<file path="src/rtl/mc_pkg.sv">
// Shared types and encodings for the multicycle controller.
// Covers state, opcode/funct, ALU control and mux-select values.
package mc_pkg;

  // Separate lw/sw address states let MEMADR route onward without re-reading the opcode.
  typedef enum logic [3:0] {
    StFetch    = 4'd0,
    StDecode   = 4'd1,
    StMemAdrLw = 4'd2,
    StMemAdrSw = 4'd3,
    StMemRd    = 4'd4,
    StMemWb    = 4'd5,
    StMemWr    = 4'd6,
    StExecute  = 4'd7,
    StAluWb    = 4'd8,
    StBranch   = 4'd9,
    StAddiEx   = 4'd10,
    StAddiWb   = 4'd11,
    StJump     = 4'd12
  } state_e;

  localparam logic [5:0] OpRtype = 6'b000000;
  localparam logic [5:0] OpLw    = 6'b100011;
  localparam logic [5:0] OpSw    = 6'b101011;
  localparam logic [5:0] OpBeq   = 6'b000100;
  localparam logic [5:0] OpAddi  = 6'b001000;
  localparam logic [5:0] OpJ     = 6'b000010;

  localparam logic [5:0] FnAdd = 6'b100000;
  localparam logic [5:0] FnSub = 6'b100010;
  localparam logic [5:0] FnAnd = 6'b100100;
  localparam logic [5:0] FnOr  = 6'b100101;
  localparam logic [5:0] FnSlt = 6'b101010;

  localparam logic [2:0] AluAdd = 3'b010;
  localparam logic [2:0] AluSub = 3'b110;
  localparam logic [2:0] AluAnd = 3'b000;
  localparam logic [2:0] AluOr  = 3'b001;
  localparam logic [2:0] AluSlt = 3'b111;

  localparam logic [1:0] SrcbB     = 2'b00;
  localparam logic [1:0] SrcbFour  = 2'b01;
  localparam logic [1:0] SrcbImm   = 2'b10;
  localparam logic [1:0] SrcbImmSh = 2'b11;

  localparam logic [1:0] PcAlu    = 2'b00;
  localparam logic [1:0] PcAluOut = 2'b01;
  localparam logic [1:0] PcJump   = 2'b10;

  function automatic logic op_supported(input logic [5:0] op);
    return op inside {OpRtype, OpLw, OpSw, OpBeq, OpAddi, OpJ};
  endfunction

endpackage

</file>
<file path="src/rtl/alu_decoder.sv">
// R-type funct to ALU control decoder; valid flags supported funct codes.
module alu_decoder
  import mc_pkg::*;
(
  input  logic [5:0] funct,
  output logic [2:0] alucontrol,
  output logic       valid
);

  always_comb begin
    alucontrol = AluAdd;
    valid      = 1'b1;
    case (funct)
      FnAdd:   alucontrol = AluAdd;
      FnSub:   alucontrol = AluSub;
      FnAnd:   alucontrol = AluAnd;
      FnOr:    alucontrol = AluOr;
      FnSlt:   alucontrol = AluSlt;
      default: valid = 1'b0;
    endcase
  end

endmodule

</file>
<file path="src/rtl/multicycle_controller.sv">
// Multicycle MIPS-subset control FSM: one state register, outputs decoded from state
// (plus mem_ready for the fetch/store handshake strobes).
module multicycle_controller
  import mc_pkg::*;
(
  input  logic       clk,
  input  logic       rst_n,
  input  logic [5:0] opcode,
  input  logic [5:0] funct,
  input  logic       mem_ready,
  output logic       iord,
  output logic       memwrite,
  output logic       irwrite,
  output logic       pcwrite,
  output logic       branch,
  output logic       alusrca,
  output logic       regdst,
  output logic       memtoreg,
  output logic       regwrite,
  output logic [1:0] alusrcb,
  output logic [1:0] pcsrc,
  output logic [2:0] alucontrol,
  output logic       illegal,
  output logic       instr_done,
  output logic [3:0] state
);

  state_e     state_q, state_d;
  logic [2:0] funct_ctrl;
  logic       funct_valid;

  alu_decoder u_alu_decoder (
    .funct      (funct),
    .alucontrol (funct_ctrl),
    .valid      (funct_valid)
  );

  always_ff @(posedge clk) begin
    if (!rst_n) state_q <= StFetch;
    else        state_q <= state_d;
  end

  always_comb begin
    state_d = StFetch;
    case (state_q)
      StFetch:    state_d = mem_ready ? StDecode : StFetch;
      StDecode: begin
        case (opcode)
          OpLw:    state_d = StMemAdrLw;
          OpSw:    state_d = StMemAdrSw;
          OpRtype: state_d = StExecute;
          OpBeq:   state_d = StBranch;
          OpAddi:  state_d = StAddiEx;
          OpJ:     state_d = StJump;
          default: state_d = StFetch;
        endcase
      end
      StMemAdrLw: state_d = StMemRd;
      StMemAdrSw: state_d = StMemWr;
      StMemRd:    state_d = mem_ready ? StMemWb : StMemRd;
      StMemWr:    state_d = mem_ready ? StFetch : StMemWr;
      StExecute:  state_d = funct_valid ? StAluWb : StFetch;
      StAddiEx:   state_d = StAddiWb;
      default:    state_d = StFetch;
    endcase
  end

  always_comb begin
    iord       = 1'b0;
    memwrite   = 1'b0;
    irwrite    = 1'b0;
    pcwrite    = 1'b0;
    branch     = 1'b0;
    alusrca    = 1'b0;
    regdst     = 1'b0;
    memtoreg   = 1'b0;
    regwrite   = 1'b0;
    alusrcb    = SrcbB;
    pcsrc      = PcAlu;
    alucontrol = AluAdd;
    illegal    = 1'b0;
    instr_done = 1'b0;
    case (state_q)
      StFetch: begin
        alusrcb = SrcbFour;
        irwrite = mem_ready;
        pcwrite = mem_ready;
      end
      StDecode: begin
        alusrcb = SrcbImmSh;
        illegal = !op_supported(opcode);
      end
      StMemAdrLw, StMemAdrSw: begin
        alusrca = 1'b1;
        alusrcb = SrcbImm;
      end
      StMemRd:  iord = 1'b1;
      StMemWb: begin
        memtoreg   = 1'b1;
        regwrite   = 1'b1;
        instr_done = 1'b1;
      end
      StMemWr: begin
        iord       = 1'b1;
        memwrite   = 1'b1;
        instr_done = mem_ready;
      end
      StExecute: begin
        alusrca    = 1'b1;
        alucontrol = funct_ctrl;
        illegal    = !funct_valid;
      end
      StAluWb: begin
        regdst     = 1'b1;
        regwrite   = 1'b1;
        instr_done = 1'b1;
      end
      StBranch: begin
        alusrca    = 1'b1;
        alucontrol = AluSub;
        branch     = 1'b1;
        pcsrc      = PcAluOut;
        instr_done = 1'b1;
      end
      StAddiEx: begin
        alusrca = 1'b1;
        alusrcb = SrcbImm;
      end
      StAddiWb: begin
        regwrite   = 1'b1;
        instr_done = 1'b1;
      end
      StJump: begin
        pcsrc      = PcJump;
        pcwrite    = 1'b1;
        instr_done = 1'b1;
      end
      default: ;
    endcase
    // Reset gates every write/event strobe immediately, not just after the edge.
    if (!rst_n) begin
      pcwrite    = 1'b0;
      irwrite    = 1'b0;
      memwrite   = 1'b0;
      regwrite   = 1'b0;
      illegal    = 1'b0;
      instr_done = 1'b0;
    end
  end

  assign state = state_q;

endmodule

</file>
<file path="config.mk">
export PLATFORM = sky130hd
export DESIGN_NAME = multicycle_controller
export DESIGN_NICKNAME = d
export VERILOG_FILES = /design/src/rtl/mc_pkg.sv /design/src/rtl/alu_decoder.sv /design/src/rtl/multicycle_controller.sv
export SDC_FILE = /design/constraint.sdc
export NUM_CORES = 1
export LEC_CHECK = 0
export ABC_AREA = 1
export BUFFER_PORTS_ARGS = -buffer_cell sky130_fd_sc_hd__buf_2
export CORE_MARGIN = 2
export CORE_UTILIZATION = 26
export DETAILED_ROUTE_END_ITERATION = 16
export GPL_TIMING_DRIVEN = 0
export SLEW_MARGIN = 5
export SYNTH_ARGS = -nofsm -noshare
export SYNTH_HDL_FRONTEND = slang
export SYNTH_HIERARCHICAL = 1
export SYNTH_SLANG_ARGS = --single-unit
export TNS_END_PERCENT = 50
</file>
<file path="constraint.sdc">
create_clock -name clk -period 1.95 [get_ports clk]
set_input_delay 0.4875 -clock clk [delete_from_list [all_inputs] [get_ports clk]]
set_output_delay 0.4875 -clock clk [all_outputs]
set_load 0.005 [all_outputs]
</file>
Word-level counts from Yosys, hierarchy flattened
Cells that the tools add are included.

Logic and storage cells: 62. Input bits: 15. Flip-flop bits (word level): 4. Output and inout port bits: 22.

Equal/unequal tests: 22. Mux-type cells: 28. Reductions and logical operators: 11.

Operator list (number): $eq 6x6->1 const B (7); $pmux 4 s8 (1); $pmux 4 s6 (1); $eq 4x4->1 const B (5); $mux 1 (17); $eq 4x3->1 const B (4); $reduce_or 5->1 (3); $pmux 3 s4 (1); $eq 4x2->1 const B (2); $eq 6x2->1 const B (1); $eq 6x3->1 const B (1); $eq 6x4->1 const B (1); $logic_not 6->1 (1); $pmux 1 s2 (3); $pmux 2 s3 (1); $pmux 3 s2 (1); $reduce_bool 6->1 (1); $reduce_or 3->1 (2); $eq 4x1->1 const B (1); $logic_not 4->1 (1); $mux 4 (1); $pmux 2 s2 (1); $mux 3 (1); $logic_not 1->1 (2); $reduce_or 2->1 (1).

Depth between registers and ports, before layout
Gate-level depths: netlist (run 1).

Depth in word-level cells: 6. Gate-level depth with buffers: 11. Mapped depth without buffers: 11.

Cells and area by module
Netlist (run 1), hierarchy kept.

By module, submodules not included: multicycle_controller (seq. area each 80.1 um^2, times used 1, area each 580.6 um^2, cells each 106); alu_decoder (seq. area each 0.0 um^2, times used 1, area each 118.9 um^2, cells each 28).

Least setup slack after synthesis (run 1)
No wires, ideal clock.

Kind: input port to output port. Start: input port funct[0]. End: output port illegal. Required time: 1.462 ns. Stages on the path: 10. Arrival time: 1.112 ns. Setup slack: 0.350 ns. Buffers on the path: 0. Cell sequence: inv_1 -> nand2_1 -> nor2_1 -> nand2_1 -> nand2_2 -> nor2_1 -> nand2_1 -> inv_1 -> nand2_1 -> a21oi_1.

Longest elaborated chain between the ends: 6. Elaborated cells between the ends (all ways): 10. Those cells by class: 5 x eq/ne; 3 x mux; 2 x reduce/logical.

RTL lines: start, declared (line multicycle_controller.sv:9) `input logic [5:0] funct,`; $eq 6x6->1 (line alu_decoder.sv:13) `case (funct)`; $reduce_or 5->1 (no source line) (*); $mux 1 (*) (line alu_decoder.sv:13); via funct_valid (line multicycle_controller.sv:30) `logic funct_valid;`; $logic_not 1->1 (*) (line multicycle_controller.sv:111) `illegal = !funct_valid;`; $pmux 1 s2 (*) (line multicycle_controller.sv:83) `case (state_q)`; $mux 1 (*) (line multicycle_controller.sv:141) `if (!rst_n) begin`; end, declared (line multicycle_controller.sv:23) `output logic illegal,`.

Mark *: on every way through the listed nets, which the timed path passes. The rest lies on a longest branch.

Worst setup path in the final report (run 1)
Start: input port funct[5]. End: output port alucontrol[1].

Longest elaborated chain between the ends: 3. Elaborated cells between the ends (all ways): 6. Those cells by class: 4 x eq/ne; 2 x mux.

RTL lines: $eq 6x6->1 (line alu_decoder.sv:13); $pmux 3 s4 (*) (line alu_decoder.sv:13); via funct_ctrl[1] (line multicycle_controller.sv:29) `logic [2:0] funct_ctrl;`; $pmux 3 s2 (*) (line multicycle_controller.sv:83); end, declared (line multicycle_controller.sv:22) `output logic [2:0] alucontrol,`.

Marks and branches as above.

==> flow_summary.yaml, run 1 <==
grt:
  grt_antenna_before_repair: 0
  grt_pass1_vias: 802
  grtUsageTotal: 0.1209
  globalRouteOverflowTotal: 0
  grt_pass1_wl_um: 3125
  grt_max_degree: 9
timing:
  fmax_ghz: 0.5330
  final-hold-violation-count: 0
  worst_pin_slew_ns: 0.2470
  setup-tns-final_ns: 0
  setup_ws_ns: 0.07392
  fin_crit_ns: 1.876
  finalSetupViolations: 0
  period_share: 0.9621
  rsz0062_at_grt: "yes"
  slew_viol_final: 0
  clock_skew_ns: 0.002833
  slew-limit-headroom: 0.8347
floorplan:
  start_util: 0.2773
  fp.dieH_um: 55.87
  dieArea_sq_um: 3121
  die_width_um: 55.87
  io_pins: 37
  fp-row-count: 18
  coreArea_sq_um: 2522
clocking:
  htree_num_levels: 1
  cts_buffer_depth: 2
  clk_latency_ns: 0.23
  cts_tree: "done"
  clock-sinks: 4
  post_cts_buffers: 0
  root_buffer: "clkbuf_4"
  cts_hold_buffers: 0
  cts_buffers: 3
  clkTransAtPathRegs_ns: 0.04
layout:
  largest_reg_flops: 4
  finalNonFillerCells: 203
  antenna_cells: 0
  fin_area_sq_um: 964.7
  finalNetCount: 190
  drive_above_1_share: 0.4566
  syn2layout_area_growth_pct: 37.92
drt:
  met1_length_um: 840
  wl_met3_um: 91
  routedWlPerCell_um: 8.793
  highest_layer: "met4"
  first_iter_violations: 19
  via_count: 885
  drtPass1Iterations: 4
  vias_per_cell: 4.360
  route.met2.wl_um: 839
  antenna_left: 0
  drc: 0
  wl_um: 1785
placement:
  dp_hpwl_um: 1519
  io_buffers: 36
  place_area_sq_um: 917.1
  place_inst: 200
  routabilityCongestion: 0.8240
  pre_cts_ws_ns: 0.06477
setup_path:
  endpoint_kind: "primary output"
  crit_chain: "buf_2 > inv_1 > nor2_2 > nand3_1 > nand2_2 > o21ai_1 > or2_1 > buf_2"
  crit_required_ns: 1.46
  path_class: "in2out"
  crit_slowest_cell: "or2_1"
  crit_top_cell: "buf_2"
  worst_path_largest_cell_delay_ns: 0.22
  startpoint_type: "input pin"
  cp_max_fo: 4
  critPathArrivalTime_ns: 1.39
synth:
  ys_seq_area_frac: 0.1145
  yosys.area.top_type: "nor2_1"
  syn-num-nets: 149
  ys_seq_elements: 4
  ys_warn_count: 6
  synthTopCellsByArea: "nor2_1 15%, nand2_1 13%, inv_1 12%, dfxtp_1 11%, nand3_1 11%"
  synth_top_area_frac: 0.1503
  synth_cells: 134
  yosysUniqueCellTypes: 23
  synth.cell_area_sq_um: 699.4
  synth.avg_cell_area_sq_um: 5.220
power:
  ir_drop_mv: 0.2263
  powerDensity_nw_per_um2: 293.0
  leakagePower_nw: 0.6379
worst_hold_path:
  min_path_type: "in2reg"
run_status:
  status: "finished clean"
job:
  max_cap_violations: 0
## Yosys cell counts
cell,n
a211oi_1,1
a21oi_1,5
a21oi_2,1
buf_4,1
clkinv_1,1
clkinv_4,1
dfxtp_1,4
inv_1,22
inv_2,6
inv_4,1
nand2_1,25
nand2_2,5
nand2_4,3
nand3_1,15
nand4_2,1
nor2_1,28
nor2_2,4
nor2_4,2
o21ai_0,3
o21ai_1,1
o21ai_2,1
o22ai_1,2
or2_1,1
## report_power, final
| group | internal (mW) | total, mW | switching (mW) |
|---|---|---|---|
| logic | 0.0349 | 0.0903 | 0.0554 |
| registers | 0.0844 | 0.0886 | 0.00419 |
| clock network | 0.0689 | 0.104 | 0.0348 |
## layer usage
layer,GRT usage,up-vias
li1,-,487
met1,0.1548,375
met2,0.2041,21
met3,0.02093,2
met4,0.04082,0
met5,0,-
## stage by stage
step,utilization,hold slack (ns),total power [mW]
after floorplan,-,0.6758,0.1389
after detailed placement,0.3636,0.7375,0.1763
after global routing,0.3824,0.6326,0.3068
after CTS,0.3725,0.5974,0.2821
final,0.3824,0.5963,0.2826
after global placement,0.3636,0.7410,0.1764
## critical path, delay by kind of cell
kind	cells	cell delay (ns)
buffers and inverters	3	0.25
AO/OA/AOI/OAI	1	0.06
AND/OR/NAND/NOR	4	0.58
## what timing repair did
item / CTS / global route
setup endpoints to repair: 0 / 5
gates resized for setup: 0 / 14
endpoints found under the hold margin: 0 / 0
## placed cells by master, fill, tap and decap left out, drive strengths merged
| cell type | count |
|---|---|
| a21oi | 6 |
| a211oi | 1 |
| o22ai | 2 |
| buf | 37 |
| nand3 | 15 |
| nand4 | 1 |
| clkbuf | 3 |
| dfxtp | 4 |
| or2 | 1 |
| nor2 | 34 |
| o21ai | 5 |
| nand2 | 33 |
| clkinv | 2 |
| inv | 29 |
## worst paths after layout
path | start | to | slack (ns) | cells after the start
setup reg to reg | state[3]$_SDFF_PN0_ | state[3]$_SDFF_PN0_ | 0.88 | 7
setup / recovery | funct[5] | alucontrol[1] | 0.07 | 8
hold / removal | opcode[0] | state[2]$_SDFF_PN0_ | 0.60 | 4
hold reg to reg | state[3]$_SDFF_PN0_ | state[0]$_SDFF_PN0_ | 0.73 | 5
## layout make-up
type	count	area [sq um]
tap	30	37.54
multi-input combinational	98	508.0
sequential	4	85.08
timing repair buffer	36	180.2
fill	315	1558
buffer	1	7.507
inverter	31	123.9
clock buffer	3	22.52
## cell families (layout without fill, tap and decap cells)
group                  after synthesis  in the layout  share of synthesized area
AO/OA/AOI/OAI                       14             14                     0.1181
buffers and inverters               32             71                     0.1878
AND/OR/NAND/NOR                     84             84                     0.5796
flip-flops                           4              4                     0.1145
No activity file was read; power rests on OpenSTA's default activity.
==> run 2: changes to the inputs <==
--- a/config.mk
+++ b/config.mk
@@ -14,6 +14,5 @@
 export SLEW_MARGIN = 5
 export SYNTH_ARGS = -nofsm -noshare
 export SYNTH_HDL_FRONTEND = slang
-export SYNTH_HIERARCHICAL = 1
 export SYNTH_SLANG_ARGS = --single-unit
 export TNS_END_PERCENT = 50
==> run 2 against run 1 <==
Effect of this change: largest cell class unchanged; count of clock-buffer cells in the layout stayed put; combinational power is 17% lower; largest power group unchanged; wire length shrank 6.2%; sequential share of layout area is 1.2 points higher; critical path type unchanged; final cell count shrank 8.4%; hold slack got worse by 0.095 ns.
==> flow_summary.yaml, run 2 <==
grt:
  grt_max_degree: 8
  grt_pass1_wl_um: 2732
  grt_pass1_vias: 725
  grtUsageTotal: 0.1304
  use_met3: 0.02011
  grt_antenna_before_repair: 0
  met2_usage: 0.2372
  grt_busiest_layer: "met2"
  globalRouteOverflowTotal: 0
  met1_usage: 0.1489
setup_path:
  critPathArrivalTime_ns: 1.37
  cp_max_fo: 4
  path_class: "in2out"
  r2r_cells: 7
  endpoint_kind: "primary output"
  crit_required_ns: 1.46
  r2r-start: "state[2]$_SDFF_PN0_"
  reg2reg_to: "state[1]$_SDFF_PN0_"
  reg2reg_slack_ns: 0.80
  startpoint_type: "input pin"
placement:
  pre_cts_ws_ns: 0.06243
  place_inst: 181
  dp_hpwl_um: 1405
  io_buffers: 36
  routabilityCongestion: 0.8161
floorplan:
  io_pins: 37
  fp.dieH_um: 51.66
  start_util: 0.2722
  die_width_um: 51.66
  fp-row-count: 17
  dieArea_sq_um: 2669
  coreArea_sq_um: 2170
worst_hold_path:
  holdPathStages: 3
  min_path_type: "in2reg"
  min-delay-start: "rst_n"
  min_to: "state[3]$_SDFF_PN0_"
synth:
  synth_top_area_frac: 0.1695
  synth_cells: 117
  ys_seq_elements: 4
  synth.most_common_cell: "nand2_1"
  yosys.area.top_type: "nand3_1"
  synth_ff_type: "dfxtp_1"
  synthTopCellsByArea: "nand3_1 17%, nand2_1 17%, nor2_1 15%, inv_1 14%, dfxtp_1 14%"
  ys_warn_count: 0
  synth.cell_area_sq_um: 590.6
  ys_async_sr_fraction: 0
  syn-num-nets: 132
  ys_seq_area_frac: 0.1356
  yosysUniqueCellTypes: 13
  yosys-top-cells-count: "26 x nand2_1, 23 x nor2_1, 22 x inv_1"
  synth_edf_count: 0
  synth.avg_cell_area_sq_um: 5.048
clocking:
  cts_buffer_depth: 2
  cts_hold_buffers: 0
  clk_latency_ns: 0.23
  clkTransAtPathRegs_ns: 0.03
  cts_tree: "done"
  htree_num_levels: 1
  cts_buffers: 3
  root_buffer: "clkbuf_4"
  clock-sinks: 4
power:
  powerDensity_nw_per_um2: 300.3
  leakagePower_nw: 0.5542
  p_comb_frac: 0.285
  pwr-share-seq: 0.332
  pwr-share-clk: 0.383
  ir_drop_mv: 0.2289
  switchingPower_uw: 78.90
  swShare: 0.3013
  p_int_uw: 183.0
  total_power_uw: 261.9
job:
  max_cap_violations: 0
run_status:
  status: "finished clean"
timing:
  slew-limit-headroom: 0.8178
  period_share: 0.9539
  worst_pin_slew_ns: 0.2723
  final-hold-violation-count: 0
  holdWs_ns: 0.5009
  clock_skew_ns: 0.001743
  rsz0062_at_grt: "yes"
  finalSetupViolations: 0
  slew_viol_final: 0
  fmax_ghz: 0.5376
  fin_crit_ns: 1.860
  setup_ws_ns: 0.08982
layout:
  postLayoutCoreUtil: 0.4020
  antenna_cells: 0
  syn2layout_area_growth_pct: 47.67
  largest_reg_flops: 4
  finalNetCount: 175
  drive_above_1_share: 0.3924
  fillerInstances: 263
  finalNonFillerCells: 186
  final_common_cell: "buf_2"
  final_cell_mix: "36 x buf_2, 22 x nand2_1, 20 x nor2_1, 20 x inv_1, 20 x nand3_1"
drt:
  wl_um: 1675
  via_count: 846
  antenna_left: 0
  drtPass1Iterations: 4
  first_iter_violations: 19
  drc: 0
  vias_per_cell: 4.548
  routedWlPerCell_um: 9.005
[run 2: kinds of logic (layout without fill, tap and decap cells)]
logic type | Yosys count | count (layout) | synth area share
buffers and inverters | 25 | 66 | 0.1653
flip-flops | 4 | 4 | 0.1356
AND/OR/NAND/NOR | 77 | 77 | 0.6017
AO/OA/AOI/OAI | 11 | 11 | 0.09745
[run 2: worst max path at each step]
stage | start | to
4_1_cts | state[3]$_SDFF_PN0_ | alucontrol[2]
3_5_place_dp | opcode[4] | illegal
6_report | funct[4] | alucontrol[0]
5_1_grt | funct[5] | alucontrol[0]
2_1_floorplan | funct[5] | alucontrol[0]
3_3_place_gp | opcode[4] | illegal
[run 2: routing by layer]
metal	vias to the layer above	share of wire
li1	458	-
met1	361	0.45
met2	27	0.49
met3	0	0.064
met4	0	0
met5	-	0
[run 2: cell type report]
| type | count | area, sq um | share of cell area |
|---|---|---|---|
| multi-input combinational | 88 | 434.2 | 0.4978 |
| buffer | 1 | 7.507 | 0.008608 |
| inverter | 24 | 90.09 | 0.1033 |
| timing repair buffer | 38 | 195.2 | 0.2238 |
| sequential | 4 | 87.58 | 0.1004 |
| tap | 28 | 35.03 | 0.04017 |
| clock buffer | 3 | 22.52 | 0.02582 |
[run 2: stage by stage]
step | instance area (sq um) | TNS [ns]
5_1_grt | 872.1 | -0.08987
3_3_place_gp | 805.8 | 0
2_1_floorplan | 590.6 | 0
3_5_place_dp | 805.8 | 0
6_report | 872.1 | 0
4_1_cts | 832.0 | 0
[run 2: what timing repair did]
item	4_1_cts	5_1_grt
gates resized for setup	3	12
pin swaps	0	3
setup endpoints to repair	3	7
buffers inserted	0	2
[run 2: power by group through the flow]
stage | Clock [mW] | Sequential, mW | Combinational (mW)
CTS | 0.106 | 0.0875 | 0.0712
detailed placement | 0 | 0.0884 | 0.0708
finish | 0.100 | 0.0871 | 0.0746
floorplan | 0 | 0.0880 | 0.0382
global route | 0.110 | 0.0874 | 0.0857
global placement | 0 | 0.0884 | 0.0698
[run 2: worst max-delay path, stage by stage]
cell,delay [ns]
buf_2,0.09
nor2_1,0.21
nand3_1,0.19
nand2_1,0.11
nand2_1,0.05
a21oi_1,0.11
buf_2,0.13
==> run 3: changes to the inputs <==
--- a/config.mk
+++ b/config.mk
@@ -6,10 +6,11 @@
 export NUM_CORES = 1
 export LEC_CHECK = 0
 export ABC_AREA = 1
-export BUFFER_PORTS_ARGS = -buffer_cell sky130_fd_sc_hd__buf_2
 export CORE_MARGIN = 2
 export CORE_UTILIZATION = 26
+export CTS_CLUSTER_DIAMETER = 100
 export DETAILED_ROUTE_END_ITERATION = 16
+export DONT_BUFFER_PORTS = 1
 export GPL_TIMING_DRIVEN = 0
 export SLEW_MARGIN = 5
 export SYNTH_ARGS = -nofsm -noshare
==> run 3 against run 2 <==
Effect of this change: via count decreased by 12%; clock skew shrank 0.0011 ns; global-route usage is 1.2 points lower.
==> flow_summary.yaml, run 3 (same netlist as run 2, synthesis figures left out) <==
grt:
  grtUsageTotal: 0.1183
  grt_pass1_vias: 670
  grt_max_degree: 8
  globalRouteOverflowTotal: 0
  grt_antenna_before_repair: 0
  grt_pass1_wl_um: 2511
drt:
  drc: 0
  first_iter_violations: 19
  routedWlPerCell_um: 10.64
  drtPass1Iterations: 4
  wl_um: 1575
  vias_per_cell: 5.027
  via_count: 744
  antenna_left: 0
worst_hold_path:
  holdPathStages: 2
  min-delay-start: "rst_n"
  min_to: "state[3]$_SDFF_PN0_"
  min_path_type: "in2reg"
floorplan:
  die_width_um: 51.66
  fp.dieH_um: 51.66
  coreArea_sq_um: 2170
  io_pins: 37
  dieArea_sq_um: 2669
  start_util: 0.2722
  fp-row-count: 17
clocking:
  post_cts_buffers: 0
  cts_tree: "done"
  clk_latency_ns: 0.23
  htree_num_levels: 1
  cts_buffer_depth: 2
  root_buffer: "clkbuf_4"
  clkTransAtPathRegs_ns: 0.04
  cts_buffers: 3
  cts_hold_buffers: 0
  clock-sinks: 4
setup_path:
  reg2reg_slack_ns: 0.74
  r2r_cells: 7
  path_delay_family: "flip-flops"
  critPathArrivalTime_ns: 1.35
  reg2reg_to: "state[3]$_SDFF_PN0_"
  worst_path_largest_cell_delay_ns: 0.35
  cp_max_fo: 6
  startpoint_type: "flip-flop"
  path_class: "reg2out"
  crit_slowest_cell: "dfxtp_2"
  crit_chain: "inv_1 > nand2_1 > inv_1 > nand2_1 > inv_2 > nor2_1 > a31oi_1"
  endpoint_kind: "primary output"
  crit_required_ns: 1.46
  r2r-start: "state[3]$_SDFF_PN0_"
  path_buf_inv: 3
timing:
  finalSetupViolations: 0
  period_share: 0.9427
  fmax_ghz: 0.5440
  slew_viol_final: 0
  worst_pin_slew_ns: 0.3594
  slew-limit-headroom: 0.7595
  setup-tns-final_ns: 0
  rsz0062_at_grt: "no"
  final-hold-violation-count: 0
  clock_skew_ns: 0.0006792
  fin_crit_ns: 1.838
  holdWs_ns: 0.3810
layout:
  final_cell_mix: "26 x nand2_1, 23 x nor2_1, 21 x inv_1"
  syn2layout_area_growth_pct: 10.59
  final_common_cell: "nand2_1"
  antenna_cells: 0
  fillerInstances: 259
  postLayoutCoreUtil: 0.3010
  finalNetCount: 137
  fin_area_sq_um: 653.1
  finalNonFillerCells: 148
  drive_above_1_share: 0.1250
  largest_reg_flops: 4
placement:
  place_area_sq_um: 625.6
  place_inst: 145
  io_buffers: 0
  routabilityCongestion: 0.8624
  dp_hpwl_um: 1294
power:
  ir_drop_mv: 0.1767
  powerDensity_nw_per_um2: 357.5
  leakagePower_nw: 0.3723
job:
  max_cap_violations: 0
run_status:
  status: "finished clean"
[run 3: cell types whose count changed in the layout (fill, tap and decap cells not counted), sizes merged]
cell  before  now
buf       39    1
[run 3: how the worst max path moves through the flow]
stage,from,end,cells after the start
detailed placement,state[1]$_SDFF_PN0_,alusrca,7
finish,state[1]$_SDFF_PN0_,alucontrol[2],7
CTS,state[1]$_SDFF_PN0_,alusrca,7
floorplan,funct[5],alucontrol[0],6
global route,state[3]$_SDFF_PN0_,illegal,5
global placement,state[0]$_SDFF_PN0_,alucontrol[2],6
[run 3: per-stage QoR]
stage	total power, mW	setup slack (ns)
global route	0.2463	0.009683
finish	0.2335	0.1118
floorplan	0.1261	0.3733
global placement	0.1332	0.2603
detailed placement	0.1346	0.2664
CTS	0.2372	0.009522
[run 3: timing repair]
item	CTS	global route
hold endpoints to repair	0	0
endpoints found under the setup margin	0	5
gates resized for setup	0	5
[run 3: where the power goes]
part	total [mW]	internal [mW]	switching, mW	leakage [nW]
Clock	0.0990	0.0686	0.0304	0.0138
Combinational	0.0464	0.0148	0.0316	0.324
Sequential	0.0881	0.0845	0.00358	0.0343
Total	0.233	0.168	0.0656	0.372
[run 3: area by class of cell]
type	instances	area, sq um	share of cell area
multi-input cells	88	412.9	0.6322
inverters	24	90.09	0.1379
flip-flops and latches	4	85.08	0.1303
well taps	28	35.03	0.05364
clock buffers	3	22.52	0.03448
plain buffers	1	7.507	0.01149
[run 3: per-layer routing]
metal / track usage / vias to the layer above / wire (um)
li1: - / 381 / -
met1: 0.1366 / 334 / 666
met2: 0.2094 / 27 / 797
met3: 0.02299 / 2 / 97
met4: 0.05263 / 0 / 14
met5: 0 / - / 0
[run 3: worst register-to-register path: stages (launching register included)]
cell     delay (ns)
dfxtp_2        0.34
inv_1          0.15
nand2_1        0.19
nor2_4         0.18
nand2_1        0.08
nand3_1        0.10
nand2_1        0.06
inv_1          0.05
